File: src/rtl/sha256_msg_loader.sv
// sha256_msg_loader
//
// Byte-serial message loader in front of the sha256 core. Bytes come in over
// a valid/ready handshake and are packed MSB-first into a zero-filled 1024-bit
// buffer. The finished message is held stable, together with its bit length
// and an overflow flag, until the consumer acknowledges it.
//
// Ports
//   clk           single clock, all logic on posedge
//   rst           synchronous active-high reset
//   in_byte       message byte, bit 7 is the first message bit of the byte
//   in_valid      in_byte / in_last valid this cycle
//   in_last       current byte is the final byte of the message
//   in_ready      loader accepts a byte (LOAD state)
//   binary_input  assembled message, bit 0 is the first message bit
//   input_length  message length in bits (stored bytes * 8)
//   msg_valid     message outputs complete and stable (HOLD state)
//   msg_ack       consumer has taken the message, used only in HOLD
//   msg_err       at least one byte of the current message was dropped
//
// state | meaning
// LOAD  | accepting bytes, in_ready=1
// HOLD  | message frozen and presented, msg_valid=1, waiting for msg_ack

module sha256_msg_loader #(
  parameter int MAX_BYTES = 119
) (
  input  logic          clk,
  input  logic          rst,
  input  logic [7:0]    in_byte,
  input  logic          in_valid,
  input  logic          in_last,
  output logic          in_ready,
  output logic [0:1023] binary_input,
  output logic [0:9]    input_length,
  output logic          msg_valid,
  input  logic          msg_ack,
  output logic          msg_err
);

  typedef enum logic {
    LOAD = 1'b0,
    HOLD = 1'b1
  } state_t;

  localparam logic [6:0] MAX_CNT = 7'(MAX_BYTES);

  state_t        state_q, state_d;
  logic [6:0]    cnt_q, cnt_d;
  logic          err_q, err_d;
  logic [0:1023] buf_q, buf_d;
  logic [9:0]    wr_base;

  // Bit position of the next byte; fits in 10 bits because cnt <= 127.
  assign wr_base = {cnt_q, 3'b000};

  always_ff @(posedge clk) begin
    if (rst) begin
      state_q <= LOAD;
      cnt_q   <= '0;
      err_q   <= 1'b0;
      buf_q   <= '0;
    end else begin
      state_q <= state_d;
      cnt_q   <= cnt_d;
      err_q   <= err_d;
      buf_q   <= buf_d;
    end
  end

  always_comb begin
    state_d = state_q;
    cnt_d   = cnt_q;
    err_d   = err_q;
    buf_d   = buf_q;
    unique case (state_q)
      LOAD: begin
        if (in_valid) begin
          if (cnt_q < MAX_CNT) begin
            buf_d[wr_base +: 8] = in_byte;
            cnt_d               = cnt_q + 7'd1;
          end else begin
            // Buffer full: byte is dropped, error stays set until ack/reset.
            err_d = 1'b1;
          end
          if (in_last) begin
            state_d = HOLD;
          end
        end
      end
      HOLD: begin
        if (msg_ack) begin
          buf_d   = '0;
          cnt_d   = '0;
          err_d   = 1'b0;
          state_d = LOAD;
        end
      end
      default: state_d = LOAD;
    endcase
  end

  assign in_ready     = (state_q == LOAD);
  assign msg_valid    = (state_q == HOLD);
  assign binary_input = buf_q;
  assign input_length = {cnt_q, 3'b000};
  assign msg_err      = err_q;

endmodule

File: config.mk
export PLATFORM = sky130hd
export DESIGN_NAME = sha256_msg_loader
export DESIGN_NICKNAME = d
export VERILOG_FILES = /design/src/rtl/sha256_msg_loader.sv
export SDC_FILE = /design/constraint.sdc
export NUM_CORES = 2
export LEC_CHECK = 0
export CAP_MARGIN = 10
export CORE_AREA = 10 10 396 398
export CTS_CLUSTER_SIZE = 40
export DETAILED_ROUTE_END_ITERATION = 6
export DIE_AREA = 0 0 406 408
export PLACE_DENSITY = 0.48
export SLEW_MARGIN = 10
export SYNTH_ARGS = -nofsm -noshare
export SYNTH_HDL_FRONTEND = slang
export SYNTH_SLANG_ARGS = --single-unit
File: constraint.sdc
create_clock -name clk -period 3.3 [get_ports clk]
set_input_delay 0.66 -clock clk [delete_from_list [all_inputs] [get_ports clk]]
set_output_delay 0.66 -clock clk [all_outputs]
set_load 0.02 [all_outputs]
* After elaboration in Yosys (flattened, before gate mapping)
Cells that the tools add are included.
** Storage, ports and cells
- Input bits :: 13
- Register bits after elaboration :: 1033
- Word-level logic and storage cells :: 34
- Output and inout bits :: 1037
** Cells by class
- Multiplexer cells :: 17
- Reduce and logical (&&, ||, !) cells :: 2
- Bitwise gates (word level) :: 2
- Shift-type cells :: 2
- $lt $le $gt $ge :: 1
- Add/subtract/negate cells :: 2
- Equal/unequal tests :: 4
** Operator list (number)
- 1024-bit two-way mux :: 3
- 1024-bit one-hot mux with 2 select lines :: 1
- 1025-bit by 12-bit variable shift with 1024-bit output, first input constant :: 1
- 1025-bit by 12-bit variable part select with 1024-bit output :: 1
- 1024-bit bitwise mux :: 1
- 7-bit two-way mux :: 3
- 7-bit one-hot mux with 2 select lines :: 1
- 11-bit negation with 12-bit output :: 1
- 10-bit inverter with 11-bit output :: 1
- 7-bit by 1-bit adder with 7-bit output, second input constant :: 1
- 7-bit less-than comparator, second input constant :: 1
- 1-bit two-way mux :: 6
- 2-bit inequality test, second input constant :: 3
- 3-bit AND reduction :: 2
- 1-bit one-hot mux with 2 select lines :: 2
- 2-bit by 1-bit inequality test with 1-bit output, second input constant :: 1
- 1-bit inverter :: 1

* Longest topological paths before layout
- Depth after elaboration :: 7
- Mapped depth :: 11
- Gate-level depth less buffers :: 6

* Least setup slack after synthesis
OpenSTA, ideal clock, no wires.
- Path type :: reg-to-reg
- Start :: reg cnt_q[0]
- End :: reg buf_q (netlist bit binary_input[240])
- Stages on the path, launching flop included :: 11
- Buffers on the path :: 4
- Arrival time :: 2.295 ns
- Data required time :: 3.185 ns
- Path slack :: 0.891 ns
- Clock period less this slack :: 2.409 ns
- Setup time :: 0.115 ns
- Cell sequence :: dfxtp_1 buf_2 clkbuf_1 inv_1 ha_1 and4b_1 clkbuf_1 nand3_1 clkbuf_1 nor2_1 o21a_1
** Between the ends
- Cells in the longest elaborated chain, start to end :: 7
- Elaborated cells on any way between the ends :: 11
- Those cells by class :: add/sub: 1; order compare: 1; eq/ne: 1; shift: 2; mux: 4; bitwise: 1; reduce/logical: 1
** Ends and longest elaborated chain
- start: declaration :: line 49 : logic [6:0] cnt_q, cnt_d;
- start signal: assignment :: line 65 : cnt_q <= cnt_d;
- 10-bit inverter with 11-bit output (not written as such) :: line 80 : buf_d[wr_base +: 8] = in_byte;
- 11-bit negation with 12-bit output :: line 80
- 1025-bit by 12-bit variable part select with 1024-bit output / 1025-bit by 12-bit variable shift with 1024-bit output (equally long branches) :: line 80
- 1024-bit bitwise mux :: line 80
- 1024-bit two-way mux :: line 79 : if (cnt_q < MAX_CNT) begin
- 1024-bit two-way mux :: line 78 : if (in_valid) begin
- 1024-bit one-hot mux with 2 select lines :: line 76 : unique case (state_q)
- end signal: assignment :: line 67 : buf_q <= buf_d;
- end: declaration :: line 51 : logic [0:1023] buf_q, buf_d;
Parallel ways exist; a longest one is shown, timed or not. The select of a mux whose other input is x is not followed.
A chain may end at the register's enable or synchronous reset.

* Final worst setup path
- Start :: reg state_q, in the netlist msg_valid
- End :: out in_ready
** Between the ends
- Cells in the longest elaborated chain, start to end :: 1
** Ends and longest elaborated chain
- start: declaration :: line 48 : state_t state_q, state_d;
- start signal: assignment :: line 64 : state_q <= state_d;
- 1-bit inverter
- end: declaration :: line 33 : output logic in_ready,
Every way passes these cells.

==> reports/qor.csv <==
stage,metric,value,unit
outcome,status,finished clean,
logic_synthesis,ys async rst share,0,%
final_layout,final instance area,0.05488,mm²
routing,vias per cell,5.128,
die,row count,142,
setup_path,R2R Path Start,cnt_q[2]$_SDFFE_PP0P_,
logic_synthesis,sequential fraction of the synthesis area,56.82,%
die,Die Y,408,µm
setup_path,critical path startpoint,msg_valid$_SDFF_PP0_,
routing,met2 wire length,107.4,mm
clock_tree,post-CTS setup buffers,0,
place,RePlAce Congestion,0.8650,
final_layout,Layout Nets,4908,
setup_path,nature of the critical path endpoint,primary output,
routing,DR top layer,met5,
sta,Setup Viol. Count Final,0,
setup_path,Critical Path End,in_ready,
routing,WL/cell,32.73,µm
sta,post-route setup slack,55.39,ps
setup_path,Crit Reg-Reg Endpoint,binary_input[437]$_SDFFE_PP0P_,
routing,WL met1,91.44,mm
logic_synthesis,Syn Area/Cell,9.820,µm²
sta,clock skew,55.61,ps
grt,vias in the first global route,34600,
place,DP HPWL,178.4,mm
place,placed cells,6715,
setup_path,FF-to-FF setup slack,210,ps
routing,Via Count,35600,
logic_synthesis,Seq cells post-synth,1033,
clock_tree,total clock sinks,1033,
grt,initial antenna violation count,15,
hold_path,worst hold stages,2,
routing,DRT Pass-1 Iters,6,
die,I/O pin total,1050,
grt,Tot GR Track Use,26.01,%
clock_tree,Post-CTS Resized,0,
clock_tree,Clock Latency Late Sink,770,ps
setup_path,crit path DAT,2580,ps
sta,RSZ-0062 raised after global routing,no,
sta,slew margin rel.,15.56,%
logic_synthesis,synthesized cell area,0.03639,mm²
clock_tree,CTS root buf,clkbuf_16,
logic_synthesis,largest area contributor in the netlist,dfxtp_1,
logic_synthesis,Synth Instances,3706,
grt,maximum number of pins on one net before global-route repair,181,
clock_tree,clock slew at reported path FFs,70,ps
die,Core Area,0.1489,mm²
setup_path,crit-path max FO,25,
place,I/O Buffers,1046,
routing,met3 WL,19.13,mm
final_layout,synth-to-layout area growth,50.78,%
final_layout,layout cells sized above 1,12.69,%
setup_path,worst reg-to-reg path cell count,4,
final_layout,Final Non-Filler Cells,6942,
routing,"antenna viol nets, final",0,
pwr,VDD IR max,0.5178,mV
die,initial core utilization,24.44,%
sta,final count of hold timing violations,0,
routing,First DRT Iteration DRCs,3011,
setup_path,"Worst Path Class, Setup",reg -> out,
hold_path,min-delay src,rst,
sta,max-slew violation count,0,
pwr,PD cells,517.3,mW/mm²
pwr,Pleak,19.03,nW
logic_synthesis,Main synth FF type,dfxtp_1,
clock_tree,TritonCTS Buffers,116,
logic_synthesis,"Distinct cells, synth",82,
sta,worst slew pin tran,1267,ps
die,die area,0.1656,mm²
logic_synthesis,fraction of synthesized cell area taken by the top area cell type,56.82,%
grt,first-pass GRT wire length,303.2,mm
routing,Post-Route WL,227.2,mm
logic_synthesis,"EDFF count, synth",0,
clock_tree,CTS tree,yes,
setup_path,crit path launch type,register,
flow_run,max cap viols,0,
clock_tree,htree depth,3,
clock_tree,clock buffer depth,3,
setup_path,Critical Path RT,2640,ps
sta,Tcrit/Tclk final,98.32,%
sta,Fmax achieved,308.2,MHz
die,Die W,406,µm
logic_synthesis,Synth area leaders,"dfxtp_1, a22o_1, nand2_1",
clock_tree,hold_buf cts,0,
sta,clock period minus final worst setup slack,3245,ps
hold_path,worst hold path class,in -> reg,
logic_synthesis,Synth Warn #,0,
routing,Residual DRC,0,
sta,setup tns final,0,ps
place,Post-Place Cell Area,0.05058,mm²
grt,grt ovf,0,
place,Setup WS pre-CTS,90.84,ps
-- cell families after synthesis --
kind of cell             after synthesis  share of synthesized area [%]
buffers and inverters                343                          4.098
XOR/XNOR                               1                        0.02407
multiplexers                           5                         0.1375
adder cells (fa/ha/maj)                6                         0.2063
AND/OR/NAND/NOR                     1247                          17.50
other                                  1                        0.01030
flip-flops                          1033                          56.82
AO/OA/AOI/OAI                       1070                          21.21
-- area by class of cell --
cell class | instances | area (µm²)
well taps | 1944 | 2432
inverters | 80 | 301.5
fillers | 15140 | 94010
clock buffers | 169 | 3482
diodes | 8 | 20.02
flip-flops and latches | 1033 | 20700
clock inverters | 50 | 792.0
multi-input cells | 2332 | 14440
repair buffers | 1326 | 12710
-- synth_stat cells (all sizes together), types with 29 or more instances --
cell type / n
nor2: 159
a21oi: 172
nor3: 33
and3: 87
o21ai: 268
nand2: 462
dfxtp: 1033
o22ai: 36
clkbuf: 150
o32ai: 72
a22oi: 29
a32o: 108
a22o: 208
and2: 37
inv: 79
nand3: 298
buf: 113
o2bb2ai: 84
-- worst max-delay path, cell delays in order, from the launching register on --
cell and delay, ps:
dfxtp_2 860, inv_1 200, clkdlybuf4s50_1 780
-- metrics by stage --
step / hold WS [ps] / total power, mW / utilization, %
final: 294.3 / 28.39 / 36.86
after global routing: 276.1 / 29.13 / 36.84
after CTS: 228.1 / 28.62 / 36.84
after detailed placement: 441.7 / 14.37 / 33.97
after global placement: 432.9 / 14.37 / 33.97
after floorplan: 523.8 / 13.46 / -
-- layout by cell type (no fill, tap or decap), types with 10 or more instances in the layout --
| cell type | count |
|---|---|
| and2_1 | 34 |
| bufinv_16 | 13 |
| o22ai_1 | 35 |
| nand2_1 | 460 |
| clkinv_2 | 16 |
| nor3_2 | 16 |
| and4b_1 | 10 |
| nor2_1 | 145 |
| nor3_1 | 17 |
| or3_1 | 12 |
| nand2b_1 | 16 |
| o21ai_0 | 264 |
| buf_12 | 14 |
| nand3_2 | 12 |
| a22oi_1 | 29 |
| dfxtp_1 | 1025 |
| nand3b_1 | 12 |
| a31o_2 | 10 |
| a32o_1 | 108 |
| buf_4 | 266 |
| nor2_2 | 12 |
| or2_2 | 17 |
| a21oi_1 | 171 |
| clkbuf_16 | 116 |
| nand3_1 | 286 |
| a31oi_1 | 17 |
| nand4_1 | 16 |
| a22o_1 | 208 |
| and3_1 | 87 |
| inv_1 | 78 |
| o31ai_1 | 21 |
| o2bb2ai_1 | 84 |
| o32ai_1 | 72 |
| clkbuf_1 | 15 |
| clkdlybuf4s50_1 | 1037 |
| clkbuf_8 | 38 |
-- how the worst min path moves through the flow --
stage	end	slack, ps
final	binary_input[878]$_SDFFE_PP0P_	290
after global routing	cnt_q[1]$_SDFFE_PP0P_	280
after detailed placement	binary_input[164]$_SDFFE_PP0P_	440
after global placement	binary_input[141]$_SDFFE_PP0P_	430
after floorplan	binary_input[164]$_SDFFE_PP0P_	520
after CTS	binary_input[878]$_SDFFE_PP0P_	230
-- routing by layer --
| layer | vias to the layer above | GRT usage (%) |
|---|---|---|
| met5 | - | 0 |
| met4 | 4 | 9.890 |
| met3 | 331 | 7.246 |
| met2 | 1575 | 43.54 |
| met1 | 17740 | 31.44 |
| li1 | 15950 | - |
-- sequential cells by signal, indices dropped and copies added (netlist names) --
name and cells:
binary_input 1024, msg_valid 1, msg_err 1, cnt_q 7
-- report_power, final --
group	leakage [nW]	internal, mW	switching (mW)
combinational	8.62	0.339	1.26
clock	2.09	8.41	5.87
sequential	8.32	12.5	0.0302
total	19.0	21.2	7.16
(Power assumes the default switching activity.)
